[src/rtl/bcd_display_pkg.sv]
// Shared constants, state type and glyph lookup for the BCD seven-segment display controller.
// Glyphs are active-low with bit0 = segment a.
package bcd_display_pkg;

    localparam logic [6:0] GLYPH_0     = 7'h40;
    localparam logic [6:0] GLYPH_1     = 7'h79;
    localparam logic [6:0] GLYPH_2     = 7'h24;
    localparam logic [6:0] GLYPH_3     = 7'h30;
    localparam logic [6:0] GLYPH_4     = 7'h19;
    localparam logic [6:0] GLYPH_5     = 7'h12;
    localparam logic [6:0] GLYPH_6     = 7'h02;
    localparam logic [6:0] GLYPH_7     = 7'h78;
    localparam logic [6:0] GLYPH_8     = 7'h00;
    localparam logic [6:0] GLYPH_9     = 7'h10;
    localparam logic [6:0] GLYPH_MINUS = 7'h3F;
    localparam logic [6:0] GLYPH_BLANK = 7'h7F;

    typedef enum logic [1:0] {
        IDLE = 2'd0,
        CONV = 2'd1,
        FMT  = 2'd2
    } stateT;

    function automatic logic [6:0] nibble_to_seg(input logic [3:0] nibble);
        case (nibble)
            4'd0:    return GLYPH_0;
            4'd1:    return GLYPH_1;
            4'd2:    return GLYPH_2;
            4'd3:    return GLYPH_3;
            4'd4:    return GLYPH_4;
            4'd5:    return GLYPH_5;
            4'd6:    return GLYPH_6;
            4'd7:    return GLYPH_7;
            4'd8:    return GLYPH_8;
            4'd9:    return GLYPH_9;
            default: return GLYPH_BLANK;
        endcase
    endfunction

endpackage

[src/rtl/bcd_display_ctrl_if.sv]
// Write port and display outputs of the BCD display controller.
interface bcd_display_ctrl_if #(
    parameter int WIDTH  = 16,
    parameter int DIGITS = 4
);
    logic                  wr_en;
    logic [WIDTH-1:0]      wr_data;
    logic                  signed_en;
    logic                  blank_en;
    logic [7*DIGITS-1:0]   seg;
    logic                  busy;
    logic                  done;
    logic                  overflow;

    modport master (
        output wr_en, wr_data, signed_en, blank_en,
        input  seg, busy, done, overflow
    );

    modport slave (
        input  wr_en, wr_data, signed_en, blank_en,
        output seg, busy, done, overflow
    );
endinterface

[src/rtl/bcd_display_ctrl_seg7_glyph.sv]
// Combinational BCD nibble to active-low seven-segment glyph encoder.
module seg7_glyph
    import bcd_display_pkg::*;
(
    input  logic [3:0] nibble,
    output logic [6:0] glyph
);
    assign glyph = nibble_to_seg(nibble);
endmodule

[src/rtl/bcd_display_ctrl.sv]
// Sequential shift-add-3 binary to BCD converter driving DIGITS seven-segment displays.
// state | meaning:  IDLE | waiting for a write;  CONV | one shift per cycle;  FMT | format and latch seg
module bcd_display_ctrl
    import bcd_display_pkg::*;
#(
    parameter int WIDTH  = 16,
    parameter int DIGITS = 4
) (
    input logic            clk,
    input logic            reset,
    bcd_display_ctrl_if.slave bus
);
    localparam int CNT_W = $clog2(WIDTH);
    localparam int BCD_W = 4 * DIGITS;

    stateT                 state, stateNext;
    logic [WIDTH-1:0]      shreg;
    logic [BCD_W-1:0]      bcd, bcdAdj;
    logic [CNT_W-1:0]      bitCnt;
    logic                  ovfSticky, negQ, blankQ;
    logic                  pendValid, pendSigned, pendBlank;
    logic [WIDTH-1:0]      pendData;
    logic [7*DIGITS-1:0]   segQ, segNext;
    logic                  doneQ, overflowQ;

    logic                  capValid, capSigned, capBlank, capNeg;
    logic [WIDTH-1:0]      capData, capMag;
    logic                  ovfFinal;
    int                    hiNz;
    logic [6:0]            digitGlyph [DIGITS];

    always_ff @(posedge clk) begin
        if (reset) state <= IDLE;
        else       state <= stateNext;
    end

    // A direct write always beats a buffered one when both are available in FMT.
    always_comb begin
        stateNext = state;
        capValid  = 1'b0;
        capData   = bus.wr_data;
        capSigned = bus.signed_en;
        capBlank  = bus.blank_en;
        case (state)
            IDLE: begin
                capValid = bus.wr_en;
                if (bus.wr_en) stateNext = CONV;
            end
            CONV: begin
                if (bitCnt == '0) stateNext = FMT;
            end
            FMT: begin
                if (bus.wr_en) begin
                    capValid = 1'b1;
                end else if (pendValid) begin
                    capValid  = 1'b1;
                    capData   = pendData;
                    capSigned = pendSigned;
                    capBlank  = pendBlank;
                end
                stateNext = capValid ? CONV : IDLE;
            end
            default: stateNext = IDLE;
        endcase
        capNeg = capSigned & capData[WIDTH-1];
        capMag = capNeg ? (~capData + WIDTH'(1)) : capData;
    end

    always_comb begin
        bcdAdj = bcd;
        for (int k = 0; k < DIGITS; k++) begin
            if (bcd[4*k +: 4] >= 4'd5) bcdAdj[4*k +: 4] = bcd[4*k +: 4] + 4'd3;
        end
    end

    for (genvar k = 0; k < DIGITS; k++) begin : gGlyph
        seg7_glyph uGlyph (.nibble(bcd[4*k +: 4]), .glyph(digitGlyph[k]));
    end

    // The minus sits just above the highest significant digit; no room for it means overflow.
    always_comb begin
        hiNz    = 0;
        segNext = {DIGITS{GLYPH_BLANK}};
        for (int k = 0; k < DIGITS; k++) begin
            if (bcd[4*k +: 4] != 4'd0) hiNz = k;
        end
        ovfFinal = ovfSticky | (negQ & (hiNz == DIGITS - 1));
        for (int k = 0; k < DIGITS; k++) begin
            if (ovfFinal)                  segNext[7*k +: 7] = GLYPH_MINUS;
            else if (k <= hiNz)            segNext[7*k +: 7] = digitGlyph[k];
            else if (negQ && k == hiNz + 1) segNext[7*k +: 7] = GLYPH_MINUS;
            else if (blankQ)               segNext[7*k +: 7] = GLYPH_BLANK;
            else                           segNext[7*k +: 7] = GLYPH_0;
        end
    end

    always_ff @(posedge clk) begin
        if (reset) begin
            shreg      <= '0;
            bcd        <= '0;
            bitCnt     <= '0;
            ovfSticky  <= 1'b0;
            negQ       <= 1'b0;
            blankQ     <= 1'b0;
            pendValid  <= 1'b0;
            pendSigned <= 1'b0;
            pendBlank  <= 1'b0;
            pendData   <= '0;
            segQ       <= {DIGITS{GLYPH_BLANK}};
            doneQ      <= 1'b0;
            overflowQ  <= 1'b0;
        end else begin
            doneQ <= 1'b0;
            if (capValid) begin
                shreg     <= capMag;
                bcd       <= '0;
                bitCnt    <= CNT_W'(WIDTH - 1);
                ovfSticky <= 1'b0;
                negQ      <= capNeg;
                blankQ    <= capBlank;
            end else if (state == CONV) begin
                {bcd, shreg} <= {bcdAdj, shreg} << 1;
                ovfSticky    <= ovfSticky | bcdAdj[BCD_W-1];
                bitCnt       <= bitCnt - CNT_W'(1);
            end
            if (state == FMT) begin
                segQ      <= segNext;
                overflowQ <= ovfFinal;
                doneQ     <= 1'b1;
                pendValid <= 1'b0;
            end else if (state != IDLE && bus.wr_en) begin
                pendValid  <= 1'b1;
                pendData   <= bus.wr_data;
                pendSigned <= bus.signed_en;
                pendBlank  <= bus.blank_en;
            end
        end
    end

    assign bus.seg      = segQ;
    assign bus.busy     = (state != IDLE);
    assign bus.done     = doneQ;
    assign bus.overflow = overflowQ;

endmodule

[src/flat_wrapper.sv]
// flat-port wrapper written by rule: the top's interface ports become plain ports
module bcd_display_ctrl_flat import bcd_display_pkg::*;
#(
    parameter int WIDTH  = 16,
    parameter int DIGITS = 4
)
  (clk, reset, bus_wr_en, bus_wr_data, bus_signed_en, bus_blank_en, bus_seg, bus_busy, bus_done, bus_overflow);
  bcd_display_ctrl_if #(.WIDTH(WIDTH), .DIGITS(DIGITS)) bus_i ();
  input logic clk;
  input logic reset;
  input wire logic [$bits(bus_i.wr_en)-1:0] bus_wr_en;
  input wire logic [$bits(bus_i.wr_data)-1:0] bus_wr_data;
  input wire logic [$bits(bus_i.signed_en)-1:0] bus_signed_en;
  input wire logic [$bits(bus_i.blank_en)-1:0] bus_blank_en;
  output wire logic [$bits(bus_i.seg)-1:0] bus_seg;
  output wire logic [$bits(bus_i.busy)-1:0] bus_busy;
  output wire logic [$bits(bus_i.done)-1:0] bus_done;
  output wire logic [$bits(bus_i.overflow)-1:0] bus_overflow;
  assign bus_i.wr_en = bus_wr_en;
  assign bus_i.wr_data = bus_wr_data;
  assign bus_i.signed_en = bus_signed_en;
  assign bus_i.blank_en = bus_blank_en;
  assign bus_seg = bus_i.seg;
  assign bus_busy = bus_i.busy;
  assign bus_done = bus_i.done;
  assign bus_overflow = bus_i.overflow;
  bcd_display_ctrl #(.WIDTH(WIDTH), .DIGITS(DIGITS)) u_core (.clk(clk), .reset(reset), .bus(bus_i));
endmodule
[config.mk]
export PLATFORM = sky130hd
export DESIGN_NAME = bcd_display_ctrl_flat
export DESIGN_NICKNAME = d
export VERILOG_FILES = /design/src/rtl/bcd_display_pkg.sv /design/src/rtl/bcd_display_ctrl_if.sv /design/src/rtl/bcd_display_ctrl_seg7_glyph.sv /design/src/rtl/bcd_display_ctrl.sv /design/src/flat_wrapper.sv
export SDC_FILE = /design/constraint.sdc
export NUM_CORES = 1
export LEC_CHECK = 0
export BUFFER_PORTS_ARGS = -buffer_cell sky130_fd_sc_hd__clkbuf_2
export CAP_MARGIN = 10
export CELL_PAD_IN_SITES_DETAIL_PLACEMENT = 0
export CELL_PAD_IN_SITES_GLOBAL_PLACEMENT = 1
export CORE_MARGIN = 8
export CORE_UTILIZATION = 39
export DETAILED_ROUTE_END_ITERATION = 10
export HOLD_SLACK_MARGIN = 0.03
export PLACE_DENSITY = 0.77
export SETUP_SLACK_MARGIN = 0.2
export SLEW_MARGIN = 5
export SYNTH_ARGS = -nofsm -noshare
export SYNTH_HDL_FRONTEND = slang
export SYNTH_HIERARCHICAL = 1
export SYNTH_SLANG_ARGS = --single-unit
[constraint.sdc]
create_clock -name clk -period 3.05 [get_ports clk]
set_input_delay 0.61 -clock clk [delete_from_list [all_inputs] [get_ports clk]]
set_output_delay 0.61 -clock clk [all_outputs]
set_load 0.005 [all_outputs]
==> reports/summary.log <==
[synthesis] simple-gate share of the synthesized area 0.263
[final_layout] Nets 796
[synthesis] Syn Std Cell Area 0.00542 mm2
[grt] leftover overflow at the end of global routing 0
[clock_tree] buffer type at the clock tree root clkbuf_16
[power_and_ir_drop] share of total power consumed by net switching 0.248
[placement] area after detailed placement 0.00578 mm2
[grt] initial antenna violation count 0
[clock_tree] Bufs on Longest Clock Path 2
[synthesis] Post-synth ARST share 0
[grt] first-pass GRT wire length 22100 um
[grt] maximum number of pins on one net before global-route repair 48
[synthesis] dominant combinational cell family by area after synthesis simple AND/OR/NAND/NOR gates
[timing] final count of hold timing violations 0
[timing] final max-slew violation count 0
[power_and_ir_drop] Clock Power Share 0.449
[power_and_ir_drop] static power due to leakage 2.31 nW
[setup_path] critical path cell sequence nand4bb_1 -> buf_4 -> mux2i_1 -> ha_2 -> nor3b_4 -> nand4b_1 -> a22o_4 -> o31a_1 -> o31a_1
[die] full die area 0.0179 mm2
[routing] final routed DRC violation total 0
[power_and_ir_drop] cell area power density 480 mW/mm2
[grt] vias in the first global route 4611
[timing] remaining max-slew budget at the tightest pin 0.538
[power_and_ir_drop] reported net switching power 0.731 mW
[timing] upper clock frequency limit 380 MHz
[final_layout] fill cell total of the finished layout 1390
[synthesis] Post-synth EDFFs 0
[placement] dpl ws 0.208 ns
[die] initial cell density of the core 0.395
[synthesis] post-synthesis net count 766
[clock_tree] post-CTS setup-driven buffer insertion count 0
[setup_path] slowest CP cell dfxtp_1
[power_and_ir_drop] share of power burned in combinational logic 0.118
[hold_path] Hold/Removal Path Class reg -> reg
[final_layout] most frequent standard cell in the layout excluding fill and tap cells nand2_1
[timing] total negative slack 0 ns
[setup_path] Req. time, crit path 3.29 ns
[clock_tree] clock tree from TritonCTS built
[setup_path] crit path DAT 2.87 ns
[power_and_ir_drop] sequential fraction of design power 0.433
[timing] ratio of final minimum period to clock period 0.864
[clock_tree] number of levels in the clock H-tree 3
[routing] remaining antenna violation count 0
[synthesis] flip-flop and latch count after synthesis 90
[routing] starting DRC count in detailed routing 272
[synthesis] number of distinct library cells after synthesis 69
[run_status] result of the run completed
[routing] router iterations before antenna repair 5
[setup_path] highest fanout seen on the critical path 8
[timing] slew at the pin with the worst max-slew slack 0.693 ns
[die] total core area 0.0137 mm2
[final_layout] area growth from synthesis to layout 13.2%
[setup_path] CP Capture Type flip-flop
[placement] port bufs 51
[synthesis] sequential share of the synthesized area 0.332
[die] DIE HEIGHT 134 um
[synthesis] most used flip-flop cell after synthesis dfxtp_1
[power_and_ir_drop] IR Drop Worst-Case VDD 0.000290 V
[power_and_ir_drop] cell-internal power 2.21 mW
[power_and_ir_drop] total power after layout 2.94 mW
[final_layout] finished layout cell area 0.00613 mm2
[grt] global routing usage summed across all routing layers 0.147
[timing] final setup skew 0.00761 ns
[synthesis] Post-Synth XOR/XNOR Area 0.0275
[final_layout] antenna diode count 0
[die] number of core rows 43
[die] die span in x 134 um
[clock_tree] worst skew pair latency 0.35 ns
[setup_path] delay of the slowest cell on the worst path 0.47 ns
[final_layout] fraction of layout instances using a drive strength above 1 0.139
[clock_tree] clock tree sinks 90
[run] Max-cap violations 0
[synthesis] Yosys warnings 6
[setup_path] category of the most critical setup path reg -> reg
[synthesis] post-synthesis average cell area 7.59 um2
[synthesis] multiplexer share of the synthesized area 0.0279
[setup_path] CP dominant cell by count o31a_1
[setup_path] kind of start point of the critical path flip-flop
[clock_tree] number of hold buffers added after CTS 0
[routing] vias after detailed routing 4918
[clock_tree] number of resized instances in the post-cts repair step 0
[placement] hpwl dp 9480 um
[routing] Final Routed Wirelength 13300 um
[synthesis] Syn Inst Count 714
[clock_tree] number of buffers inserted during clock tree synthesis 9
[timing] Setup Viol. Count Final 0
[die] I/O pin cnt 52
[routing] detailed-route vias per instance 5.29
[routing] mean routed wirelength per cell 14.3 um
[final_layout] leading cell types in the layout, fill and taps excluded 118 x nand2_1, 90 x dfxtp_1, 86 x a21oi_1
[timing] unrepaired setup endpoints after global routing false
[synthesis] compound-gate portion of the synthesized area 0.218
[clock_tree] clock-pin slew on the worst setup and hold paths 0.07 ns
[synthesis] post-synthesis adder-cell area fraction 0.0716
[timing] PnR worst setup slack 0.415 ns
[placement] placer's final routability congestion estimate 0.912
[timing] clock period minus final worst setup slack 2.63 ns
[timing] worst hold slack 0.463 ns
worst max-delay path: cells and delay by family (launching register included):
kind | cells | cell delay [ns]
compound gates | 3 | 0.81
fa+ha+maj | 1 | 0.28
buf+inv | 1 | 0.18
flops | 1 | 0.47
mux | 1 | 0.26
simple gates | 3 | 0.52
Yosys cell counts (all sizes together), types with 9 or more instances:
cell type / number / area, um2
nand2: 119 / 449
a21oi: 93 / 492
dfxtp: 90 / 1800
nor2: 80 / 310
o21ai: 39 / 195
ha: 31 / 388
inv: 27 / 101
buf: 24 / 149
nand2b: 24 / 150
clkbuf: 19 / 71.3
nor3: 18 / 90.1
mux2i: 14 / 140
xnor2: 11 / 96.3
a31oi: 10 / 62.6
nor4: 9 / 71.3
metrics by stage:
step,cells,utilization
4_1_cts,929,0.447
5_1_grt,929,0.447
3_5_place_dp,913,0.421
6_report,929,0.447
2_1_floorplan,714,-
3_3_place_gp,913,0.421
cell families (layout without fill, tap and decap cells):
family,Yosys count,count (layout)
compound gates,192,192
xor+xnor,17,17
fa+ha+maj,31,31
buf+inv,70,105
flops,90,90
mux,15,15
simple gates,299,299
per-layer routing:
layer	wire length (um)	global-route usage	share of wire
met3	555	0.0307	0.042
met5	0	0	0
met4	252	0.0618	0.019
met1	6310	0.181	0.47
met2	6180	0.244	0.46
power by group through the flow:
stage | clock network (mW) | registers [mW] | logic (mW)
final | 1.32 | 1.27 | 0.347
after global routing | 1.40 | 1.28 | 0.389
after CTS | 1.35 | 1.27 | 0.351
after detailed placement | 0 | 1.30 | 0.348
after global placement | 0 | 1.30 | 0.340
after floorplan | 0 | 1.29 | 0.247
final cells by class:
cell class,instances,area [um2],area share
well taps,180,225,0.0367
multi-input cells,554,3310,0.540
flip-flops and latches,90,1800,0.294
clock buffers,12,256,0.0418
clock inverters,4,97.6,0.0159
inverters,27,101,0.0165
repair buffers,62,338,0.0551
worst paths after layout:
path                            startpoint                            end  slack, ns  cells past startpoint
min reg2reg  u_core/pendBlank$_SDFFE_PP0P_  u_core/pendBlank$_SDFFE_PP0P_       0.46                      2
max reg2reg   u_core/state[1]$_SDFFE_PP0P_  u_core/shreg[14]$_SDFFE_PP0P_       0.42                      9
min          u_core/pendBlank$_SDFFE_PP0P_  u_core/pendBlank$_SDFFE_PP0P_       0.46                      2
max           u_core/state[1]$_SDFFE_PP0P_  u_core/shreg[14]$_SDFFE_PP0P_       0.42                      9
registers in the layout (all words and copies together), names as in the netlist:
name                 flops
u_core/blankQ            1
u_core/pendData         16
u_core/state             2
u_core/ovfSticky         1
u_core/negQ              1
u_core/bcd              16
u_core/bus.overflow      1
u_core/pendValid         1
u_core/bus.seg          28
u_core/pendSigned        1
u_core/shreg            16
u_core/bitCnt            4
u_core/pendBlank         1
u_core/bus.done          1
No activity file was read; power rests on OpenSTA's default activity.
